### config.mk
export PLATFORM = sky130hd
export DESIGN_NAME = fpadd_acc_seq
export DESIGN_NICKNAME = d
export VERILOG_FILES = /design/src/rtl/fpadd_pkg.sv /design/src/rtl/fpadd_in_fifo.sv /design/src/rtl/fpadd_acc_seq.sv
export SDC_FILE = /design/constraint.sdc
export NUM_CORES = 1
export LEC_CHECK = 0
export BUFFER_PORTS_ARGS = -buffer_cell sky130_fd_sc_hd__buf_2
export CELL_PAD_IN_SITES_DETAIL_PLACEMENT = 1
export CELL_PAD_IN_SITES_GLOBAL_PLACEMENT = 1
export CORE_MARGIN = 3
export CORE_UTILIZATION = 49
export CTS_CLUSTER_DIAMETER = 40
export CTS_CLUSTER_SIZE = 25
export DETAILED_ROUTE_END_ITERATION = 10
export PLACE_DENSITY_LB_ADDON = 0.15
export SLEW_MARGIN = 20
export SYNTH_ARGS = -nofsm -noshare
export SYNTH_HDL_FRONTEND = slang
export SYNTH_HIERARCHICAL = 1
export SYNTH_SLANG_ARGS = --single-unit
### constraint.sdc
create_clock -name CLK -period 5.48 [get_ports CLK]
set_clock_uncertainty 0.15 [all_clocks]
set_input_delay 0.274 -clock CLK [delete_from_list [all_inputs] [get_ports CLK]]
set_output_delay 0.274 -clock CLK [all_outputs]
set_load 0.01 [all_outputs]
### src/rtl/fpadd_pkg.sv
// fpadd_pkg: shared constants and FSM encoding for the FP16 accumulate
// sequencer.
//   FP16_ZERO / FP16_ONE : FP16 bit patterns for 0.0 and 1.0
//   state_t              : 2-bit sequencer state encoding
package fpadd_pkg;

    localparam logic [15:0] FP16_ZERO = 16'h0000;
    localparam logic [15:0] FP16_ONE  = 16'h3C00;

    typedef enum logic [1:0] {
        ST_IDLE = 2'd0,
        ST_ACC  = 2'd1,
        ST_WAIT = 2'd2,
        ST_DONE = 2'd3
    } state_t;

endpackage

### src/rtl/fpadd_in_fifo.sv
// fpadd_in_fifo: DEPTH x W synchronous first-word-fall-through FIFO.
// Ports:
//   CLK, RST      clock, asynchronous active-low reset
//   i_push/i_data write request and word (ignored while full)
//   i_pop         read request (ignored while empty)
//   o_data        word at the head, valid while !o_empty
//   o_full        DEPTH words stored
//   o_empty       no words stored
module fpadd_in_fifo #(
    parameter int DEPTH = 4,
    parameter int W     = 17
) (
    input  logic         CLK,
    input  logic         RST,
    input  logic         i_push,
    input  logic [W-1:0] i_data,
    input  logic         i_pop,
    output logic [W-1:0] o_data,
    output logic         o_full,
    output logic         o_empty
);

    localparam int AW = (DEPTH > 1) ? $clog2(DEPTH) : 1;

    logic [W-1:0]  r_mem [DEPTH];
    logic [AW-1:0] r_wr_ptr;
    logic [AW-1:0] r_rd_ptr;
    logic [AW:0]   r_count;
    logic          w_push;
    logic          w_pop;

    assign o_full  = (r_count == (AW+1)'(DEPTH));
    assign o_empty = (r_count == '0);
    assign w_push  = i_push && !o_full;
    assign w_pop   = i_pop && !o_empty;
    assign o_data  = r_mem[r_rd_ptr];

    // Storage has no reset; only the pointers and count define validity.
    always_ff @(posedge CLK) begin
        if (w_push) begin
            r_mem[r_wr_ptr] <= i_data;
        end
    end

    // Pointers wrap naturally because DEPTH is a power of two.
    always_ff @(posedge CLK or negedge RST) begin
        if (!RST) begin
            r_wr_ptr <= '0;
            r_rd_ptr <= '0;
            r_count  <= '0;
        end else begin
            if (w_push) begin
                r_wr_ptr <= r_wr_ptr + AW'(1);
            end
            if (w_pop) begin
                r_rd_ptr <= r_rd_ptr + AW'(1);
            end
            if (w_push && !w_pop) begin
                r_count <= r_count + (AW+1)'(1);
            end else if (!w_push && w_pop) begin
                r_count <= r_count - (AW+1)'(1);
            end
        end
    end

endmodule

### src/rtl/fpadd_acc_seq.sv
// fpadd_acc_seq: sequences packets of FP16 elements through an external
// pipelined adder and presents one sum per packet.
// Ports:
//   CLK, RST                    clock, asynchronous active-low reset
//   in_valid/in_ready           element stream handshake
//   in_data/in_last             FP16 element, last-of-packet marker
//   add_a/add_b                 registered adder operands (sum, element)
//   add_out/add_ovf/add_sub     adder result and flags, LAT edges later
//   res_valid/res_ready         packet result handshake
//   res_data/res_ovf/res_sub    packet sum and sticky adder flags
//   res_count                   elements in packet, saturating
//   busy                        sequencer not idle
//
// state   | meaning
// --------+-----------------------------------------------------------
// IDLE    | waiting for the first element of a packet
// ACC     | waiting for the next element to issue to the adder
// WAIT    | adder in flight, LAT+1 cycles, operands held
// DONE    | result presented until accepted
module fpadd_acc_seq
    import fpadd_pkg::*;
#(
    parameter int DEPTH = 4,
    parameter int LAT   = 2,
    parameter int CNTW  = 8
) (
    input  logic            CLK,
    input  logic            RST,
    input  logic            in_valid,
    output logic            in_ready,
    input  logic [15:0]     in_data,
    input  logic            in_last,
    output logic [15:0]     add_a,
    output logic [15:0]     add_b,
    input  logic [15:0]     add_out,
    input  logic            add_ovf,
    input  logic            add_sub,
    output logic            res_valid,
    input  logic            res_ready,
    output logic [15:0]     res_data,
    output logic            res_ovf,
    output logic            res_sub,
    output logic [CNTW-1:0] res_count,
    output logic            busy
);

    localparam int WW = (LAT < 1) ? 1 : $clog2(LAT + 1);

    state_t          r_state;
    logic [15:0]     r_add_a;
    logic [15:0]     r_add_b;
    logic [15:0]     r_acc;
    logic            r_ovf;
    logic            r_sub;
    logic [CNTW-1:0] r_count;
    logic            r_res_valid;
    logic            r_busy;
    logic            r_last;
    logic [WW-1:0]   r_wait;

    logic [16:0]     w_fifo_data;
    logic            w_full;
    logic            w_empty;
    logic            w_pop;
    logic [15:0]     w_elem;
    logic            w_elem_last;

    assign in_ready    = !w_full;
    assign w_elem      = w_fifo_data[15:0];
    assign w_elem_last = w_fifo_data[16];
    // Only IDLE and ACC consume elements; DONE leaves the FIFO filling.
    assign w_pop       = !w_empty && ((r_state == ST_IDLE) || (r_state == ST_ACC));

    fpadd_in_fifo #(
        .DEPTH (DEPTH),
        .W     (17)
    ) u_fifo (
        .CLK     (CLK),
        .RST     (RST),
        .i_push  (in_valid),
        .i_data  ({in_last, in_data}),
        .i_pop   (w_pop),
        .o_data  (w_fifo_data),
        .o_full  (w_full),
        .o_empty (w_empty)
    );

    always_ff @(posedge CLK or negedge RST) begin
        if (!RST) begin
            r_state     <= ST_IDLE;
            r_add_a     <= FP16_ZERO;
            r_add_b     <= FP16_ZERO;
            r_acc       <= FP16_ZERO;
            r_ovf       <= 1'b0;
            r_sub       <= 1'b0;
            r_count     <= '0;
            r_res_valid <= 1'b0;
            r_busy      <= 1'b0;
            r_last      <= 1'b0;
            r_wait      <= '0;
        end else begin
            case (r_state)
                ST_IDLE: begin
                    if (!w_empty) begin
                        // First element seeds the sum directly, no adder pass.
                        r_acc   <= w_elem;
                        r_count <= CNTW'(1);
                        r_ovf   <= 1'b0;
                        r_sub   <= 1'b0;
                        r_busy  <= 1'b1;
                        if (w_elem_last) begin
                            r_state     <= ST_DONE;
                            r_res_valid <= 1'b1;
                        end else begin
                            r_state <= ST_ACC;
                        end
                    end
                end
                ST_ACC: begin
                    if (!w_empty) begin
                        r_add_a <= r_acc;
                        r_add_b <= w_elem;
                        r_last  <= w_elem_last;
                        if (r_count != {CNTW{1'b1}}) begin
                            r_count <= r_count + CNTW'(1);
                        end
                        r_wait  <= '0;
                        r_state <= ST_WAIT;
                    end
                end
                ST_WAIT: begin
                    // Final cycle: the adder result for the held operands is
                    // present on add_out.
                    if (r_wait == WW'(LAT)) begin
                        r_acc <= add_out;
                        r_ovf <= r_ovf | add_ovf;
                        r_sub <= r_sub | add_sub;
                        if (r_last) begin
                            r_state     <= ST_DONE;
                            r_res_valid <= 1'b1;
                        end else begin
                            r_state <= ST_ACC;
                        end
                    end else begin
                        r_wait <= r_wait + WW'(1);
                    end
                end
                ST_DONE: begin
                    if (res_ready) begin
                        r_res_valid <= 1'b0;
                        r_busy      <= 1'b0;
                        r_state     <= ST_IDLE;
                    end
                end
                default: begin
                    r_state     <= ST_IDLE;
                    r_res_valid <= 1'b0;
                    r_busy      <= 1'b0;
                end
            endcase
        end
    end

    assign add_a     = r_add_a;
    assign add_b     = r_add_b;
    assign res_valid = r_res_valid;
    assign res_data  = r_acc;
    assign res_ovf   = r_ovf;
    assign res_sub   = r_sub;
    assign res_count = r_count;
    assign busy      = r_busy;

endmodule

After elaboration in Yosys (flattened, before gate mapping). Memory sizes are Yosys's and may differ from the RTL's. Index checks and enable logic that the tools add are counted.

Output and inout port bits: 61. Register bits: 72. Memories kept: 1. Bits of input ports: 39. Logic and storage cells: 97. Memory bits (writable): 68.

Memory list: u_fifo.r_mem (depth 4, bits a word 17, read ports 1, clocked after memory_dff 0, wr ports 1, line fpadd_in_fifo.sv:25) `logic [W-1:0] r_mem [DEPTH];`.

Reductions and logical operators: 25. Eq/ne operators: 14. Bitwise logic cells: 3. Multiplexer cells: 34. Add/subtract/negate cells: 6.

Operator list (number): 16-bit two-way mux (2); 16-bit one-hot mux with 2 select lines (1); 8-bit two-way mux (3); 2-bit two-way mux (8); 8-bit one-hot mux with 2 select lines (1); 2-bit inequality test, second input constant (7); 1-bit two-way mux (11); 2-bit nonzero test (5); 3-bit AND reduction (3); 8-bit by 1-bit adder with 8-bit output, second input constant (1); 8-bit inequality test, second input constant (1); 2-bit one-hot mux with 4 select lines (1); 4-bit AND reduction (2); 2-bit by 1-bit adder with 2-bit output, second input constant (3); 2-bit equality test, second input constant (3); 3-bit two-way mux (2); 1-bit one-hot mux with 2 select lines (3); 6-bit AND reduction (1); 1-bit logical AND (5); 1-bit logical NOT (4); 2-bit one-hot mux with 2 select lines (1); 3-bit by 1-bit adder with 3-bit output, second input constant (1); 3-bit equality test, second input constant (1); 3-bit logical NOT (1); 10 further kinds (11).

Longest topological paths before layout. Gate-level depths: netlist of run 1.

Depth after elaboration: 7. Mapped depth: 11.

Modules after synthesis. Netlist of run 1, hierarchy kept.

Modules (own cells, without submodules): fpadd_in_fifo (cells each 125, area an instance 2925.3 sq um, times used 1); fpadd_acc_seq (cells each 300, area an instance 2816.5 sq um, times used 1).

Least setup slack after synthesis of run 1. Ideal clock, no wire load.

Path type: reg-to-reg. From: reg u_fifo.r_count[0]. To: reg u_fifo.r_count[2]. Arrival: 2.347 ns. Required time: 5.251 ns. Path buffers: 0. Library setup time: 0.079 ns. Stages on the path, launching flop included: 12. Slack: 2.904 ns. Cell sequence: dfrtp_1 or3_1 inv_1 or2_1 inv_2 nand2_1 ha_1 inv_1 fa_1 xor2_1 nor2_1 xor2_1.

Longest elaborated chain between the ends: 7. Elaborated cells between the ends (all ways): 16. Classes of those cells: add/sub (2); eq/ne (1); mux (2); reduce/logical (11).

RTL lines: start: declaration (line fpadd_in_fifo.sv:28) `logic [AW:0] r_count;`; start signal: assignment (line fpadd_in_fifo.sv:59) `r_count <= r_count + (AW+1)'(1);`; start signal: assignment (line fpadd_in_fifo.sv:61) `r_count <= r_count - (AW+1)'(1);`; 3-bit logical NOT * (line fpadd_in_fifo.sv:33) `assign o_empty = (r_count == '0);`; named net w_empty (line fpadd_acc_seq.sv:63) `logic w_empty;`; 1-bit logical NOT * (line fpadd_acc_seq.sv:72) `assign w_pop = !w_empty && ((r_state == ST_IDLE) || (r_state == ST_ACC));`; 1-bit logical AND * (line fpadd_acc_seq.sv:72); named net w_pop (line fpadd_acc_seq.sv:64) `logic w_pop;`; 1-bit logical AND * (line fpadd_in_fifo.sv:35) `assign w_pop = i_pop && !o_empty;`; 1-bit logical NOT (line fpadd_in_fifo.sv:58) `if (w_push && !w_pop) begin`; 1-bit logical AND (line fpadd_in_fifo.sv:58); 3-bit two-way mux or 2-bit nonzero test (tied branches).

The timed path passes the listed nets; every way through them passes the cells marked *. The select of a mux whose other input is x is not followed. A chain may end at the register's enable or synchronous reset.

Worst setup path in the final report of run 1. Ends and elaborated chain as after synthesis.

==> results.yml, run 1 <==
outcome:
  outcome: "complete, no violations"
setup_path:
  crit_chain: "or3_1 -> inv_1 -> or2_1 -> inv_2 -> nand2_1 -> ha_1 -> inv_1 -> fa_1 -> xor2_1 -> nor2_1 -> xor2_1"
  crit_buf_inv: 3
  critical-path-top-delay-family: "simple AND/OR/NAND/NOR gates"
  critical_path_class: "reg2reg"
  critPathLaunchType: "register"
  crit_end: "u_fifo/r_count[2]"
  r2r-end: "u_fifo/r_count[2]"
  r2r_cells: 11
  required_ns: 5.65
  worst-path-stages: 11
  rrSetupSlack_ns: 2.55
  end_kind: "register"
  cp.arrival_ns: 3.11
  crit_fanout: 8
  cp_slowest_stage_delay_ns: 0.44
  regToRegStartpoint: "u_fifo/r_count[0]"
  critPathLaunch: "u_fifo/r_count[0]"
  crit_slowest_cell: "dfrtp_1"
sta:
  maxSlewViolCount: 0
  timing.final.crit_share: 0.5356
  hold_viol: 0
  setup_ws_ns: 2.545
  rsz0062_at_grt: "false"
  layout_min_cycle_time_ns: 2.935
  setup_viol: 0
  slew_headroom: 0.3008
  fin_setup_tns_ns: 0
  clock.fmax_mhz: 340.7
  tightest_slew_ns: 1.049
synthesis:
  synth_cells: 425
  synth_warnings: 6
  synth_ff_type: "dfrtp_1"
  synthSimpleGateAreaFrac: 0.1107
  synth-async-reset-ratio: 0.5143
  synthMuxAreaShare: 0.1068
  syn_area_um2: 5742
  synth_compound_area_frac: 0.05491
  synth_cell_types: 46
  synth_edf_count: 68
  synth_top_family_by_area: "simple AND/OR/NAND/NOR gates"
  synthXorXnorAreaFrac: 0.01068
  seq_area_frac_synth: 0.6694
  ys_ff_latch: 140
  syn-num-nets: 472
  synth_adder_area_share: 0.01874
  synth.avg_cell_area_um2: 13.51
cts:
  cts_buffers: 17
  worstSkewPairLatency_ns: 0.41
  clockRootBuffer: "clkbuf_16"
  cts_num_sinks: 140
  post_cts_buffers: 0
  clkTransAtPathRegs_ns: 0.06
  h-tree-depth: 4
  cts-resized-gates: 0
  cts_tree: "yes"
  clockBufferDepth: 2
grt:
  grt_usage: 0.2254
  grt_max_degree: 73
  grt_overflow: 0
  antenna_found_initial: 0
  grt_pass1_vias: 4161
  grt_pass1_wl_mm: 22.21
placement:
  dp_slack_ns: 2.638
  dp_hpwl_mm: 8.959
  place_congestion: 0.8067
  io_buffer_count: 99
  dp_cells: 649
routing:
  vias_per_cell: 5.454
  post_drt_wl_per_cell_um: 19.66
  totalWireLength_mm: 13.76
  via_count: 3818
  drt_iter0_drc: 279
  drc_errors: 0
  first_pass_iters: 5
  detail-route-antenna-nets: 0
worst_hold_path:
  worstHoldPathType: "in2reg"
  min_path_cells: 3
die:
  die_x_um: 114.3
  num_io_pins: 100
  rows: 38
  fp.dieH_um: 114.3
  initial_utilization: 0.5161
  core-area_um2: 11130
  die_area_um2: 13050
power:
  powerDensity_nw_per_um2: 622.2
  p_leak_nw: 3.147
  peakVddDrop_uv: 369.9
cells_and_area:
  diodes: 0
  fin_cells: 700
  drive_gt1_frac: 0.2661
  nets: 594
  syn_to_final_growth_pct: 24.38
flow_run:
  cap_violations: 0
final cells by class:
class	count	area, um2
sequential	140	3844
timing repair buffer	121	710.7
multi-input combinational	254	1735
clock inverter	11	167.7
clock buffer	21	460.4
inverter	13	48.80
tap	140	175.2
fill	1106	3984
where the power goes:
group	leakage (nW)	internal, mW	switching, mW
sequential	1.49	1.47	0.288
clock	0.295	0.784	0.418
combinational	1.36	0.623	0.863
total	3.15	2.88	1.57
routing by layer:
metal / GRT usage / wire length [um]
met3: 0.04863 / 521
met5: 0 / 0
met2: 0.3782 / 7096
met1: 0.2912 / 5952
met4: 0.08076 / 190
synth_stat cells, types with 3 or more instances:
cell type,number,area share
nand2_1,109,0.071
dfrtp_1,72,0.31
edfxtp_1,68,0.36
a21oi_1,28,0.024
nor2_1,22,0.014
mux2i_1,17,0.030
inv_1,12,0.0078
mux4_1,9,0.041
buf_2,8,0.0070
mux4_2,8,0.031
ha_1,7,0.015
clkbuf_1,5,0.0033
nand3_1,5,0.0044
o21ai_0,5,0.0044
and2_1,4,0.0044
xnor2_1,4,0.0061
o311ai_0,3,0.0046
o31ai_1,3,0.0039
xor2_1,3,0.0046
flip-flops by register name (all words and copies together), names as in the netlist, 2 cells and up:
register and flops:
u_fifo/r_mem 68, add_a 16, add_b 16, res_data 16
res_count 8, u_fifo/r_count 3, r_state 2, r_wait 2
u_fifo/r_rd_ptr 2, u_fifo/r_wr_ptr 2
cells by family after synthesis:
kind of cell,count (synthesis)
flops,140
mux,36
compound gates,51
xor+xnor,7
buf+inv,31
simple gates,152
fa+ha+maj,8
worst min-delay path by stage:
stage / startpoint / endpoint / slack (ns)
global placement: add_a[0] / add_a[0] / 0.30
CTS: add_ovf / res_ovf / 0.01
floorplan: RST / add_a[0] / -0.17
detailed placement: add_b[2] / add_b[2] / 0.31
finish: add_ovf / res_ovf / 0.008
global route: add_out[12] / res_data[12] / 0.04
layout by cell type (no fill, tap or decap), drive strengths merged:
cell type    Yosys  routed
a21o             2       2
a21oi           29      29
a22o             2       2
a31oi            1       1
a41oi            1       1
and2             4       4
and3             1       1
buf             13     102
bufinv           0       4
clkbuf           5      21
clkinv           0       4
clkinvlp         0       3
dfrtp           72      72
dlygate4sd3      0      19
edfxtp          68      68
fa               1       1
ha               7       7
inv             13      13
mux2             2       2
mux2i           17      17
mux4            17      17
nand2          110     110
nand2b           1       1
nand3            5       5
nand4            1       1
nor2            22      22
nor2b            2       2
nor3b            2       2
o2111ai          1       1
o211ai           1       1
o21a             1       1
o21ai            5       5
o311ai           3       3
o31ai            4       4
o32ai            1       1
or2              3       3
or3              1       1
xnor2            4       4
xor2             3       3
tightest hold or removal path, cell delays in order:
cell	delay (ns)
buf_2	0.08
a21oi_1	0.05
nor2_1	0.11
metrics by stage:
| step | hold slack [ns] | power, mW | util | area, um2 |
|---|---|---|---|---|
| floorplan | -0.1716 | 2.717 | - | 5742 |
| global placement | 0.3036 | 3.150 | 0.5684 | 6324 |
| detailed placement | 0.3117 | 3.244 | 0.5684 | 6324 |
| CTS | 0.01040 | 4.491 | 0.6419 | 7142 |
| global route | 0.04085 | 4.731 | 0.6419 | 7142 |
| finish | 0.008093 | 4.444 | 0.6419 | 7142 |
timing repair:
action,in CTS,in global routing
hold buffers,19,0
setup endpoints to repair,0,0
endpoints found under the hold margin,141,0
(Power assumes the default switching activity.)
==> run 2, diff against run 1 <==
--- a/config.mk
+++ b/config.mk
@@ -9,7 +9,7 @@
 export CELL_PAD_IN_SITES_DETAIL_PLACEMENT = 1
 export CELL_PAD_IN_SITES_GLOBAL_PLACEMENT = 1
 export CORE_MARGIN = 3
-export CORE_UTILIZATION = 49
+export CORE_UTILIZATION = 45
 export CTS_CLUSTER_DIAMETER = 40
 export CTS_CLUSTER_SIZE = 25
 export DETAILED_ROUTE_END_ITERATION = 10
==> constraint.sdc (replaced) <==
create_clock -name CLK -period 2.8 [get_ports CLK]
set_clock_uncertainty 0.15 [all_clocks]
set_input_delay 0.14 -clock CLK [delete_from_list [all_inputs] [get_ports CLK]]
set_output_delay 0.14 -clock CLK [all_outputs]
set_load 0.01 [all_outputs]
==> results.yml, run 2 (same netlist as run 1, synthesis figures left out) <==
cts:
  worstSkewPairLatency_ns: 0.41
  cts_num_sinks: 140
  post_cts_buffers: 0
  postCtsHoldBufs: 37
  clockBufferDepth: 2
  cts_buffers: 17
  h-tree-depth: 4
  cts_tree: "yes"
  clkTransAtPathRegs_ns: 0.06
  clockRootBuffer: "clkbuf_16"
  cts-resized-gates: 0
routing:
  first_pass_iters: 4
  drt_iter0_drc: 177
  vias_per_cell: 5.108
  detail-route-antenna-nets: 0
  post_drt_wl_per_cell_um: 18.51
  totalWireLength_mm: 14.03
  drc_errors: 0
  via_count: 3872
sta:
  fin_setup_tns_ns: 0
  slew_headroom: 0.3724
  timing.final.crit_share: 0.9421
  whs_ns: 0.03086
  maxSlewViolCount: 0
  rsz0062_at_grt: "false"
  setup_viol: 0
  layout_min_cycle_time_ns: 2.638
  tightest_slew_ns: 0.9414
  clock.fmax_mhz: 379.1
  hold_viol: 0
cells_and_area:
  largest_register_ff_count: 68
  diodes: 0
  regMostFlops: "u_fifo/r_mem"
  multi_input_area_um2: 1735
  fill_cells: 1240
  nets: 624
  drive_gt1_frac: 0.2729
  final_cell_mix: "nand2_1 (109), buf_2 (98), dfrtp_1 (72)"
  seqCellArea_um2: 3844
  layout_commonest_cell: "nand2_1"
  syn_to_final_growth_pct: 28.31
setup_path:
  crit_slowest_cell: "dfrtp_1"
  r2r_cells: 11
  cp_slowest_stage_delay_ns: 0.44
  required_ns: 2.98
  crit_fanout: 8
  cp.arrival_ns: 2.82
  critPathLaunchType: "register"
  crit_chain: "or3_1 -> inv_1 -> or2_1 -> inv_2 -> nand2_1 -> ha_1 -> inv_1 -> fa_1 -> xor2_1 -> nor2_1 -> xor2_1"
  critical_path_class: "reg2reg"
  end_kind: "register"
power:
  switching_share: 0.3652
  p_leak_nw: 3.248
  power.internal_mw: 5.423
  total_power_mw: 8.542
  powerDensity_nw_per_um2: 1160
  pwr-share-seq: 0.391
  combPwrFrac: 0.371
  netSwitchingPower_mw: 3.120
  clockPowerShare: 0.238
  peakVddDrop_uv: 581.8
grt:
  grt_pass1_vias: 4186
  grt_pass1_wl_mm: 22.78
  grt_max_degree: 73
  antenna_found_initial: 0
  grt_overflow: 0
  grt_usage: 0.2102
die:
  fp.dieH_um: 119.0
  die_area_um2: 14150
  rows: 40
  core-area_um2: 12260
  die_x_um: 119.0
  num_io_pins: 100
  initial_utilization: 0.4683
worst_hold_path:
  min_path_cells: 4
  worstHoldPathType: "in2reg"
placement:
  place_congestion: 0.7603
  dp_hpwl_mm: 9.085
  io_buffer_count: 99
flow_run:
  cap_violations: 0
outcome:
  outcome: "complete, no violations"
[run 2: power by group through the flow]
| stage | clock network [mW] | logic, mW | registers, mW |
|---|---|---|---|
| floorplan | 0 | 1.93 | 3.39 |
| global placement | 0 | 2.97 | 3.32 |
| detailed placement | 0 | 3.11 | 3.38 |
| CTS | 2.07 | 3.19 | 3.35 |
| global route | 2.18 | 3.51 | 3.42 |
| finish | 2.03 | 3.17 | 3.34 |
[run 2: path summary, 6_finish.rpt]
| path | from | endpoint | slack, ns |
|---|---|---|---|
| hold reg to reg | add_a[6] | add_a[6] | 0.32 |
| min in group asynchronous | RST | res_count[3] | 0.27 |
| setup reg to reg | u_fifo/r_count[0] | u_fifo/r_count[2] | 0.16 |
| hold / removal | in_valid | u_fifo/r_wr_ptr[0] | 0.03 |
| max in group asynchronous | RST | add_a[14] | 1.63 |
| setup / recovery | u_fifo/r_count[0] | u_fifo/r_count[2] | 0.16 |
[run 2: per-stage QoR]
stage                     area [um2]  setup slack [ns]  std cells  utilization
after floorplan                 5742            0.2237        425            -
after global placement          6461            0.3329        689       0.5269
after detailed placement        6461            0.1899        689       0.5269
after CTS                       7367            0.1690        758       0.6008
after global routing            7367           0.01412        758       0.6008
final                           7367            0.1623        758       0.6008
[run 2: final cells by class]
| type | count | share of cell area |
|---|---|---|
| Clock inverter | 12 | 0.01342 |
| Clock buffer | 20 | 0.05927 |
| Multi-Input combinational cell | 254 | 0.2356 |
| Inverter | 13 | 0.006624 |
| Timing Repair Buffer | 151 | 0.1349 |
| Sequential cell | 140 | 0.5217 |
| Tap cell | 168 | 0.02853 |
[run 2: metal layers]
layer / vias up / routed length [um] / part of all wire / global-route usage
met5: - / 0 / 0 / 0
met4: 0 / 205 / 0.015 / 0.07024
met3: 18 / 575 / 0.041 / 0.05081
met2: 87 / 6961 / 0.50 / 0.3456
met1: 1964 / 6284 / 0.45 / 0.2758
li1: 1803 / - / - / -
[run 2: critical path: cells and delay by family, from the launching register on]
family,cells,cell delay (ns)
XOR/XNOR,2,0.34
adder cells (fa/ha/maj),2,0.58
buffers and inverters,3,0.24
flip-flops,1,0.44
AND/OR/NAND/NOR,4,0.79
==> run 3, diff against run 2 <==
--- a/config.mk
+++ b/config.mk
@@ -13,7 +13,7 @@
 export CTS_CLUSTER_DIAMETER = 40
 export CTS_CLUSTER_SIZE = 25
 export DETAILED_ROUTE_END_ITERATION = 10
-export PLACE_DENSITY_LB_ADDON = 0.15
+export PLACE_DENSITY_LB_ADDON = 0.2
 export SLEW_MARGIN = 20
 export SYNTH_ARGS = -nofsm -noshare
 export SYNTH_HDL_FRONTEND = slang
==> results.yml, run 3 (same netlist as run 1, synthesis figures left out) <==
outcome:
  outcome: "complete, no violations"
die:
  num_io_pins: 100
  die_x_um: 119.0
  rows: 40
  die_area_um2: 14150
  fp.dieH_um: 119.0
  core-area_um2: 12260
  initial_utilization: 0.4683
routing:
  drc_errors: 0
  via_count: 3906
  detail-route-antenna-nets: 0
  vias_per_cell: 5.146
  totalWireLength_mm: 14.45
  post_drt_wl_per_cell_um: 19.04
  first_pass_iters: 4
  drt_iter0_drc: 219
sta:
  timing.final.crit_share: 0.9181
  tightest_slew_ns: 0.9666
  rsz0062_at_grt: "false"
  clock.fmax_mhz: 389.0
  setup_ws_ns: 0.2294
  maxSlewViolCount: 0
  slew_headroom: 0.3556
  fin_setup_tns_ns: 0
  hold_viol: 0
  layout_min_cycle_time_ns: 2.571
  setup_viol: 0
cts:
  cts_buffers: 17
  worstSkewPairLatency_ns: 0.42
  clockRootBuffer: "clkbuf_16"
  cts_tree: "yes"
  clkTransAtPathRegs_ns: 0.05
  post_cts_buffers: 0
  cts-resized-gates: 0
  postCtsHoldBufs: 37
  h-tree-depth: 4
  cts_num_sinks: 140
  clockBufferDepth: 2
placement:
  place_congestion: 0.7345
  dp_slack_ns: 0.2237
  io_buffer_count: 99
  dp_hpwl_mm: 9.301
setup_path:
  crit_buf_inv: 3
  required_ns: 2.98
  cp.arrival_ns: 2.75
  crit_chain: "or3_1 -> inv_1 -> or2_1 -> inv_2 -> nand2_1 -> ha_1 -> inv_1 -> fa_1 -> xor2_1 -> nor2_1 -> xor2_1"
  cp_slowest_stage_delay_ns: 0.43
  critical_path_class: "reg2reg"
  critPathLaunchType: "register"
  end_kind: "register"
  critical-path-top-delay-family: "simple AND/OR/NAND/NOR gates"
  crit_fanout: 8
  crit_slowest_cell: "dfrtp_1"
cells_and_area:
  layout_commonest_cell: "nand2_1"
  syn_to_final_growth_pct: 28.59
  final_cell_mix: "nand2_1 (109), buf_2 (98), dfrtp_1 (72)"
  regMostFlops: "u_fifo/r_mem"
  seqCellArea_um2: 3844
  nets: 625
  drive_gt1_frac: 0.2673
  multi_input_area_um2: 1735
  fill_cells: 1255
  diodes: 0
  largest_register_ff_count: 68
grt:
  grt_usage: 0.2136
  grt_pass1_wl_mm: 22.98
  grt_pass1_vias: 4241
  grt_overflow: 0
  antenna_found_initial: 0
  grt_max_degree: 73
worst_hold_path:
  worstHoldPathType: "in2reg"
flow_run:
  cap_violations: 0
power:
  p_leak_nw: 3.266
  powerDensity_nw_per_um2: 1167
  peakVddDrop_uv: 593.5
## run 3: cell count changes in the layout (fill, tap and decap cells not counted)
| cell | before | now |
|---|---|---|
| clkbuf_1 | 3 | 6 |
| inv_6 | 1 | 0 |
| clkinv_2 | 5 | 4 |
| bufinv_16 | 1 | 2 |
| buf_4 | 15 | 16 |
| clkinvlp_4 | 3 | 0 |
| clkinv_1 | 1 | 2 |
## run 3: final cells by class
cell class                      count  area share
Clock inverter                      9     0.01305
Inverter                           13    0.006609
Sequential cell                   140      0.5206
Multi-Input combinational cell    254      0.2350
Clock buffer                       23     0.06067
Timing Repair Buffer              152      0.1356
Tap cell                          168     0.02847
## run 3: through the flow
stage                     instance area (um2)  power [mW]  hold slack [ns]  utilization  std cells
final                                    7383       8.619          0.02467       0.6021        759
after floorplan                          5742       5.317          -0.3056            -        425
after global routing                     7383       9.180          0.07648       0.6021        759
after CTS                                7383       8.670          0.01084       0.6021        759
after detailed placement                 6469       6.502           0.1978       0.5276        690
after global placement                   6469       6.314           0.1890       0.5276        690
## run 3: worst reg2reg max path: cells and delay by family (launching register included)
family,cells,cell delay (ns)
buffers and inverters,3,0.23
XOR/XNOR,2,0.32
AND/OR/NAND/NOR,4,0.80
adder cells (fa/ha/maj),2,0.56
flip-flops,1,0.43
## run 3: report_power, final
part	total [mW]	switching (mW)	internal (mW)
Clock	2.10	0.805	1.30
Combinational	3.14	1.80	1.34
Sequential	3.37	0.500	2.87
Total	8.62	3.11	5.51
## run 3: path summary, 6_finish.rpt
path                              startpoint                  to  slack [ns]  depth (start not counted)
max in group asynchronous                RST           add_b[13]        1.60                          2
hold reg to reg                    add_a[15]           add_a[15]        0.32                          2
hold / removal                      in_valid  u_fifo/r_wr_ptr[0]        0.02                          4
setup reg to reg           u_fifo/r_count[0]   u_fifo/r_count[2]        0.23                         11
setup / recovery           u_fifo/r_count[0]   u_fifo/r_count[2]        0.23                         11
min in group asynchronous                RST        res_count[2]        0.27                          2
## run 3: layer usage
metal / vias to the layer above / share of wire / GRT usage
met5: - / 0 / 0
met4: 0 / 0.019 / 0.08182
met3: 20 / 0.040 / 0.05223
met2: 95 / 0.50 / 0.3570
met1: 1984 / 0.44 / 0.2701
li1: 1807 / - / -
